**src/rtl/layer_backward_if.sv**
```systemverilog
// Handshake and data bundle for the fully-connected backward pass.
// The master drives the operands and start; the slave returns the gradients.
interface layer_backward_if #(
    parameter int N = 4,
    parameter int M = 4
);
    logic                 start;
    logic [16*N-1:0]      x;
    logic [16*M*N-1:0]    w;
    logic [16*M-1:0]      dy;
    logic [16*N-1:0]      dx;
    logic [16*M*N-1:0]    dw;
    logic [16*M-1:0]      db;
    logic                 busy;
    logic                 done;

    modport master (
        output start, x, w, dy,
        input  dx, dw, db, busy, done
    );

    modport slave (
        input  start, x, w, dy,
        output dx, dw, db, busy, done
    );
endinterface

```
**src/rtl/layer_backward.sv**
```systemverilog
// Backward pass of a Q8.8 fully-connected layer using a single shared MAC.
//
//  state  | meaning
//  -------+------------------------------------------------------------
//  IDLE   | waiting for start; operands latched on the accepting edge
//  GRAD_W | dw[j][i] = dy[j]*x[i], one element per cycle (j outer)
//  GRAD_X | dx[i] = sum_j w[j][i]*dy[j], one MAC per cycle (i outer)
//  FINISH | raise done for one cycle, drop busy
module layer_backward #(
    parameter int N     = 4,
    parameter int M     = 4,
    parameter int ACC_W = 40
) (
    input  logic             clk,
    input  logic             rst,
    layer_backward_if.slave  bus
);
    localparam int IW = (N > 1) ? $clog2(N) : 1;
    localparam int JW = (M > 1) ? $clog2(M) : 1;
    localparam logic [IW-1:0] I_LAST = IW'(N - 1);
    localparam logic [JW-1:0] J_LAST = JW'(M - 1);

    typedef enum logic [1:0] {IDLE, GRAD_W, GRAD_X, FINISH} state_t;

    state_t state, state_nxt;
    logic   busy_r, busy_nxt;
    logic   done_r, done_nxt;

    logic signed [15:0] x_r  [N];
    logic signed [15:0] w_r  [M][N];
    logic signed [15:0] dy_r [M];
    logic signed [15:0] dx_q [N];
    logic signed [15:0] dw_q [M][N];
    logic signed [15:0] db_q [M];

    logic [IW-1:0]           i_cnt;
    logic [JW-1:0]           j_cnt;
    logic signed [ACC_W-1:0] acc;

    logic                    accept, i_last, j_last;
    logic signed [15:0]      op_a, op_b;
    logic signed [31:0]      prod;
    logic signed [ACC_W-1:0] prod_ext, prod_sh, acc_nxt, acc_sh;

    function automatic logic signed [15:0] sat16(input logic signed [ACC_W-1:0] v);
        if (v > ACC_W'(32767))
            return 16'sh7FFF;
        else if (v < ACC_W'(-32768))
            return 16'sh8000;
        else
            return v[15:0];
    endfunction

    assign accept = (state == IDLE) && bus.start;
    assign i_last = (i_cnt == I_LAST);
    assign j_last = (j_cnt == J_LAST);

    // Shared MAC: operands steered by phase, accumulator restarts at j==0.
    always_comb begin
        op_a = dy_r[j_cnt];
        op_b = x_r[i_cnt];
        if (state == GRAD_X) begin
            op_a = w_r[j_cnt][i_cnt];
            op_b = dy_r[j_cnt];
        end
        prod     = op_a * op_b;
        prod_ext = ACC_W'(prod);
        prod_sh  = prod_ext >>> 8;
        acc_nxt  = ((j_cnt == '0) ? '0 : acc) + prod_ext;
        acc_sh   = acc_nxt >>> 8;
    end

    // Next-state and registered control outputs.
    always_comb begin
        state_nxt = state;
        busy_nxt  = busy_r;
        done_nxt  = 1'b0;
        case (state)
            IDLE: begin
                if (bus.start) begin
                    state_nxt = GRAD_W;
                    busy_nxt  = 1'b1;
                end
            end
            GRAD_W: if (i_last && j_last) state_nxt = GRAD_X;
            GRAD_X: if (i_last && j_last) state_nxt = FINISH;
            FINISH: begin
                state_nxt = IDLE;
                busy_nxt  = 1'b0;
                done_nxt  = 1'b1;
            end
            default: state_nxt = IDLE;
        endcase
    end

    // State and control register.
    always_ff @(posedge clk) begin
        if (rst) begin
            state  <= IDLE;
            busy_r <= 1'b0;
            done_r <= 1'b0;
        end else begin
            state  <= state_nxt;
            busy_r <= busy_nxt;
            done_r <= done_nxt;
        end
    end

    // Operand capture, loop counters, accumulator and gradient registers.
    always_ff @(posedge clk) begin
        if (rst) begin
            i_cnt <= '0;
            j_cnt <= '0;
            acc   <= '0;
            for (int i = 0; i < N; i++) begin
                x_r[i]  <= '0;
                dx_q[i] <= '0;
            end
            for (int j = 0; j < M; j++) begin
                dy_r[j] <= '0;
                db_q[j] <= '0;
                for (int i = 0; i < N; i++) begin
                    w_r[j][i]  <= '0;
                    dw_q[j][i] <= '0;
                end
            end
        end else begin
            case (state)
                IDLE: begin
                    if (accept) begin
                        i_cnt <= '0;
                        j_cnt <= '0;
                        for (int i = 0; i < N; i++)
                            x_r[i] <= bus.x[16*i +: 16];
                        for (int j = 0; j < M; j++) begin
                            dy_r[j] <= bus.dy[16*j +: 16];
                            db_q[j] <= bus.dy[16*j +: 16];
                            for (int i = 0; i < N; i++)
                                w_r[j][i] <= bus.w[16*(j*N+i) +: 16];
                        end
                    end
                end
                GRAD_W: begin
                    dw_q[j_cnt][i_cnt] <= sat16(prod_sh);
                    if (i_last) begin
                        i_cnt <= '0;
                        j_cnt <= j_last ? '0 : j_cnt + 1'b1;
                    end else begin
                        i_cnt <= i_cnt + 1'b1;
                    end
                end
                GRAD_X: begin
                    acc <= acc_nxt;
                    if (j_last) begin
                        dx_q[i_cnt] <= sat16(acc_sh);
                        j_cnt <= '0;
                        i_cnt <= i_last ? '0 : i_cnt + 1'b1;
                    end else begin
                        j_cnt <= j_cnt + 1'b1;
                    end
                end
                default: ;
            endcase
        end
    end

    // Pack gradient arrays onto the flat bus vectors.
    always_comb begin
        bus.dx = '0;
        bus.dw = '0;
        bus.db = '0;
        for (int i = 0; i < N; i++)
            bus.dx[16*i +: 16] = dx_q[i];
        for (int j = 0; j < M; j++) begin
            bus.db[16*j +: 16] = db_q[j];
            for (int i = 0; i < N; i++)
                bus.dw[16*(j*N+i) +: 16] = dw_q[j][i];
        end
    end

    assign bus.busy = busy_r;
    assign bus.done = done_r;
endmodule

```
**src/flat_wrapper.sv**
```systemverilog
// flat-port wrapper written by rule: the top's interface ports become plain ports
module layer_backward_flat 
#(
    parameter int N     = 4,
    parameter int M     = 4,
    parameter int ACC_W = 40
)
  (clk, rst, bus_start, bus_x, bus_w, bus_dy, bus_dx, bus_dw, bus_db, bus_busy, bus_done);
  layer_backward_if #(.N(N), .M(M)) bus_i ();
  input  logic clk;
  input  logic rst;
  input wire logic [$bits(bus_i.start)-1:0] bus_start;
  input wire logic [$bits(bus_i.x)-1:0] bus_x;
  input wire logic [$bits(bus_i.w)-1:0] bus_w;
  input wire logic [$bits(bus_i.dy)-1:0] bus_dy;
  output wire logic [$bits(bus_i.dx)-1:0] bus_dx;
  output wire logic [$bits(bus_i.dw)-1:0] bus_dw;
  output wire logic [$bits(bus_i.db)-1:0] bus_db;
  output wire logic [$bits(bus_i.busy)-1:0] bus_busy;
  output wire logic [$bits(bus_i.done)-1:0] bus_done;
  assign bus_i.start = bus_start;
  assign bus_i.x = bus_x;
  assign bus_i.w = bus_w;
  assign bus_i.dy = bus_dy;
  assign bus_dx = bus_i.dx;
  assign bus_dw = bus_i.dw;
  assign bus_db = bus_i.db;
  assign bus_busy = bus_i.busy;
  assign bus_done = bus_i.done;
  layer_backward #(.N(N), .M(M), .ACC_W(ACC_W)) u_core (.clk(clk), .rst(rst), .bus(bus_i));
endmodule
```
**config.mk**
```make
export PLATFORM = sky130hd
export DESIGN_NAME = layer_backward_flat
export DESIGN_NICKNAME = d
export VERILOG_FILES = /design/src/rtl/layer_backward_if.sv /design/src/rtl/layer_backward.sv /design/src/flat_wrapper.sv
export SDC_FILE = /design/constraint.sdc
export NUM_CORES = 2
export LEC_CHECK = 0
export BUFFER_PORTS_ARGS = -buffer_cell sky130_fd_sc_hd__buf_2
export CORE_MARGIN = 3
export CORE_UTILIZATION = 30
export DETAILED_ROUTE_END_ITERATION = 8
export PLACE_DENSITY = 0.5
export SYNTH_ARGS = -nofsm -noshare
export SYNTH_HDL_FRONTEND = slang
export SYNTH_SLANG_ARGS = --single-unit
```
**constraint.sdc**
```tcl
create_clock -name clk -period 15.8 [get_ports clk]
set_clock_uncertainty 0.2 [all_clocks]
set_input_delay 0.79 -clock clk [delete_from_list [all_inputs] [get_ports clk]]
set_output_delay 0.79 -clock clk [all_outputs]
set_load 0.005 [all_outputs]
```
== Yosys cells after proc, flatten, opt, wreduce, memory -nomap -nowiden ==
Memory sizes are Yosys's and may differ from the RTL's. A register that Yosys moved wholly into a read port is not among the register bits.
Cells that the tools add are included.
W data, S select, Z words.

* Register bits: 48
* Memory bits (writable): 768
* Input port bits: 387
* Output and inout port bits: 386
* Word-level logic and storage cells: 159
* Memories kept: 6

* $add $sub $neg: 3
* Multipliers: 1
* Magnitude comparators: 6
* Equal/unequal tests: 11
* Multiplexer cells: 84
* Bitwise gates (word level): 29
* Reductions and logical operators: 13

{| class="wikitable"
|+ Memories
! memory !! depth !! width !! rd ports !! clocked after memory_dff !! wr ports !! line !! source
|-
| u_core.dw_q || 4 || 64 || 4 || 0 || 4 || layer_backward.sv:33 || <nowiki>logic signed [15:0] dw_q [M][N];</nowiki>
|-
| u_core.w_r || 4 || 64 || 1 || 1 || 4 || layer_backward.sv:30 || <nowiki>logic signed [15:0] w_r [M][N];</nowiki>
|-
| u_core.db_q || 4 || 16 || 4 || 0 || 4 || layer_backward.sv:34 || <nowiki>logic signed [15:0] db_q [M];</nowiki>
|-
| u_core.dx_q || 4 || 16 || 4 || 0 || 4 || layer_backward.sv:32 || <nowiki>logic signed [15:0] dx_q [N];</nowiki>
|-
| u_core.dy_r || 4 || 16 || 1 || 1 || 4 || layer_backward.sv:31 || <nowiki>logic signed [15:0] dy_r [M];</nowiki>
|-
| u_core.x_r || 4 || 16 || 1 || 1 || 4 || layer_backward.sv:29 || <nowiki>logic signed [15:0] x_r [N];</nowiki>
|}

{| class="wikitable"
|+ Operators with widths
! cell !! number
|-
| $mux W16 || 43
|-
| $mux W64 || 3
|-
| $reduce_or A64 Y1 || 1
|-
| $add A40 B40 Y40 || 1
|-
| $mux W40 || 1
|-
| $bmux W16 S2 || 1
|-
| $demux W16 S2 || 1
|-
| $gt A32 B16 Y1 const B || 1
|-
| $lt A32 B16 Y1 const B || 1
|-
| $mul A16 B16 Y32 || 1
|-
| $mux W2 || 16
|-
| $or A1 B1 Y1 || 28
|-
| $gt A24 B16 Y1 const B || 1
|-
| $lt A24 B16 Y1 const B || 1
|-
| $reduce_or A16 Y1 || 1
|-
| $mux W1 || 15
|-
| $pmux W2 S3 || 2
|-
| $reduce_and A3 Y1 || 3
|-
| $eq A2 B2 Y1 const B || 4
|-
| $ne A2 B1 Y1 const B || 4
|-
| $pmux W2 S4 || 1
|-
| $add A2 B1 Y2 const B || 2
|-
| $logic_not A2 Y1 || 2
|-
| $ne A2 B2 Y1 const B || 2
|-
| 9 further kinds || 11
|}

== Depth between registers and ports, before layout ==
* Depth after elaboration: 14
* Gate-level depth with buffers: 45
* Mapped depth without buffers: 39

== Least setup slack after synthesis ==
No wires, ideal clock.

* Kind: register to register
* From: register with a tool-made name
* To: memory u_core.dx_q[0][0], data pin
* Library setup time: 0.273 ns
* Data arrival time: 11.399 ns
* Data required time: 15.327 ns
* Setup slack: 3.928 ns
* Stages on the path, launching flop included: 41
* Buffers on the path: 7
* Period minus slack after synthesis: 11.872 ns
* Cells stage by stage: dfxtp_1 -> clkbuf_1 -> buf_2 -> buf_1 -> mux4_2 -> mux4_2 -> mux2i_1 -> clkbuf_1 -> nand2_1 -> fa_1 -> fa_1 -> inv_1 -> fa_1 -> fa_1 -> fa_1 -> inv_1 -> fa_1 -> inv_1 -> (+5 left out) -> o31ai_4 -> o21ai_2 -> xnor2_4 -> inv_2 -> ha_1 -> buf_2 -> and2_0 -> clkbuf_1 -> and3_1 -> a221oi_2 -> o21bai_1 -> a21o_1 -> or3_1 -> a211oi_1 -> nand4b_1 -> o21ai_2 -> buf_2 -> a21oi_1

{| class="wikitable"
|+ RTL lines
! what !! line
|-
| end: declaration || layer_backward.sv:32
|}

==> metrics.txt <==
CP max-delay cell=dfxtp_4; Mapped Nets=4402; post-synthesis cell type count=83; CTS hold repair buffers=0; Avg WL per Cell=22.92 um; multi-input logic area=19370 um2; Die W=387.3 um; cells taking the most area after synthesis=edfxtp_1 48%, fa_1 12%, mux4_2 5.8%; Initial Util=30.29%; Port Buffer Count=772; Worst-path clk slew=0.06 ns; Final Slew Violations=0; ys flop type=edfxtp_1; drt via density=4.747; final std cells w/o fill=6327; via count=30030; FF+latch area=22190 um2; final setup fails=0; final antenna-violating net count=0; Critical Path Sink Type=flop; NumNets Final=5123; synthesized cell area=43620 um2; initial antenna violation count=26; synthesized area per cell=12.06 um2; Post-CTS Resized=0; RSZ-0062 raised after global routing=false; outcome=finished clean; share of layout cells above drive strength 1=25.32%; Pre-antenna DRT Iters=5; post-CTS setup buffers=0; Synth Warn #=0; max_cap viols=0; Hold WC Path Type=in -> reg; synthesized flop and latch total=756; Placed Instances=6152; WP data required=16.01 ns; first-pass GRT wire length=212000 um; crit-path most repeated cell=fa_1; core area=144000 um2; detailed-route DRC error count=0; DR iter-0 viols=2237; Fmax achieved=72.98 MHz; CP top delay family=adder cells; worst slew pin tran=1.210 ns; Crit Path Category=reg -> reg; IO Pins=773; CTS Sinks=756; chip height=387.3 um; Row Count=139; asr flop ratio synth=0%; cells after synthesis=3618; CP Max Fanout=45; gpl congestion=0.8804; final hold vios=0; largest net degree at the start of global routing=219; die area=150000 um2; worst-skew pair later-pin latency=0.72 ns; crit start category=flop; CTS max path bufs=3; drt total wl=145000 um; most common cell after layout, fill and taps aside=buf_2; GRT overflow=0; most frequent cells in the layout=772 x buf_2, 704 x edfxtp_1, 478 x nor2_1; Tcrit/Tclk final=86.72%; share of the yosys chip area belonging to registers=50.85%; Fin Setup TNS=0 ns; max incr delay on CP=0.78 ns; area leader, netlist=edfxtp_1; top-area cell type share of the netlist area=48.46%; CP Buf/Inv Count=8; final worst path period need=13.70 ns; count of flip-flops with a built-in enable after synthesis=704; H-tree depth=3; total CTS buffers=88; relative max-transition margin=19.22%; critical path arrival=13.91 ns; dpl cell area=49520 um2; cell area after layout=52430 um2; area grow syn2layout=20.17%; Post-DP HPWL=111900 um; number of global-route vias before repair=31340; root buffer cell=clkbuf_16; CTS tree=yes; Fill cells=14340; GR Util All Layers=19.03%
-- routing by layer --
metal  vias up  wire length, um  track usage [%]
li1      13790                -                -
met1     14820            59960            23.97
met2      1182            70110            32.05
met3       220            10450            4.824
met4        20             4392            5.962
met5         -              123                0
-- cell families (layout without fill, tap and decap cells) --
logic type	count (synthesis)	count (layout)	synth area share [%]
fa+ha+maj	397	397	15.91
other cells	0	13	0
buf+inv	547	1340	4.870
flops	756	756	50.85
simple gates	1372	1372	15.55
xor+xnor	59	59	1.262
compound gates	343	343	5.037
mux	144	144	6.519
-- cell usage after synthesis (4+ instances only) --
cell type,n
edfxtp_1,704
nor2_1,484
and2_1,397
inv_1,357
fa_1,263
nand2_1,261
a21oi_1,148
ha_1,134
clkbuf_1,132
mux4_2,112
nor2b_1,54
dfxtp_1,52
xnor2_1,47
buf_2,39
o21ai_0,38
mux2i_1,31
nand3_1,30
a211oi_1,29
nand2b_1,23
nor3_1,23
nand4_1,21
nor3b_1,18
o22ai_1,16
o21a_1,14
a21o_1,13
buf_1,12
nor2_2,10
o211ai_1,10
xor2_1,10
nand2b_4,9
nor4_1,9
and3_1,8
o21ai_1,8
o21bai_1,8
a31oi_1,6
or2_2,6
a311oi_1,4
o311ai_0,4
o31ai_1,4
or3_1,4
-- layout make-up --
type | count | share of cell area [%]
repair buffers | 818 | 8.076
diodes | 13 | 0.06205
clock inverters | 54 | 1.131
inverters | 360 | 2.578
well taps | 1903 | 4.542
clock buffers | 108 | 4.344
multi-input cells | 2315 | 36.94
flip-flops and latches | 756 | 42.32
-- registers in the layout, summed over array words and instances (netlist names), named ones only --
signal,cells
u_core.dx_q,64
u_core.w_r,256
u_core.dy_r,64
u_core.state,2
u_core.x_r,64
u_core.i_cnt,2
u_core.dw_q,256
u_core.acc,40
u_core.bus.done,1
u_core.j_cnt,2
u_core.bus.busy,1
-- worst paths after layout --
| check | slack, ns | end | depth (start not counted) | from |
|---|---|---|---|---|
| setup / recovery | 2.10 | u_core.dx_q[1][0] | 38 | flop |
| hold / removal | 0.15 | u_core.w_r[1][57] | 2 | bus_w[73] |
| setup reg to reg | 2.10 | u_core.dx_q[1][0] | 38 | flop |
| hold reg to reg | 0.29 | u_core.acc[24] | 2 | u_core.acc[24] |
-- metrics by stage --
stage,hold WS (ns),util (%),setup slack (ns)
global placement,0.2610,34.39,2.202
global route,0.09464,36.39,1.285
CTS,0.07267,36.38,2.031
finish,0.1460,36.41,2.098
floorplan,0.2510,-,3.928
detailed placement,0.2732,34.39,2.056
Power is not shown: default switching activity piles up to over one toggle a cycle in this logic, so the estimate is an artifact.
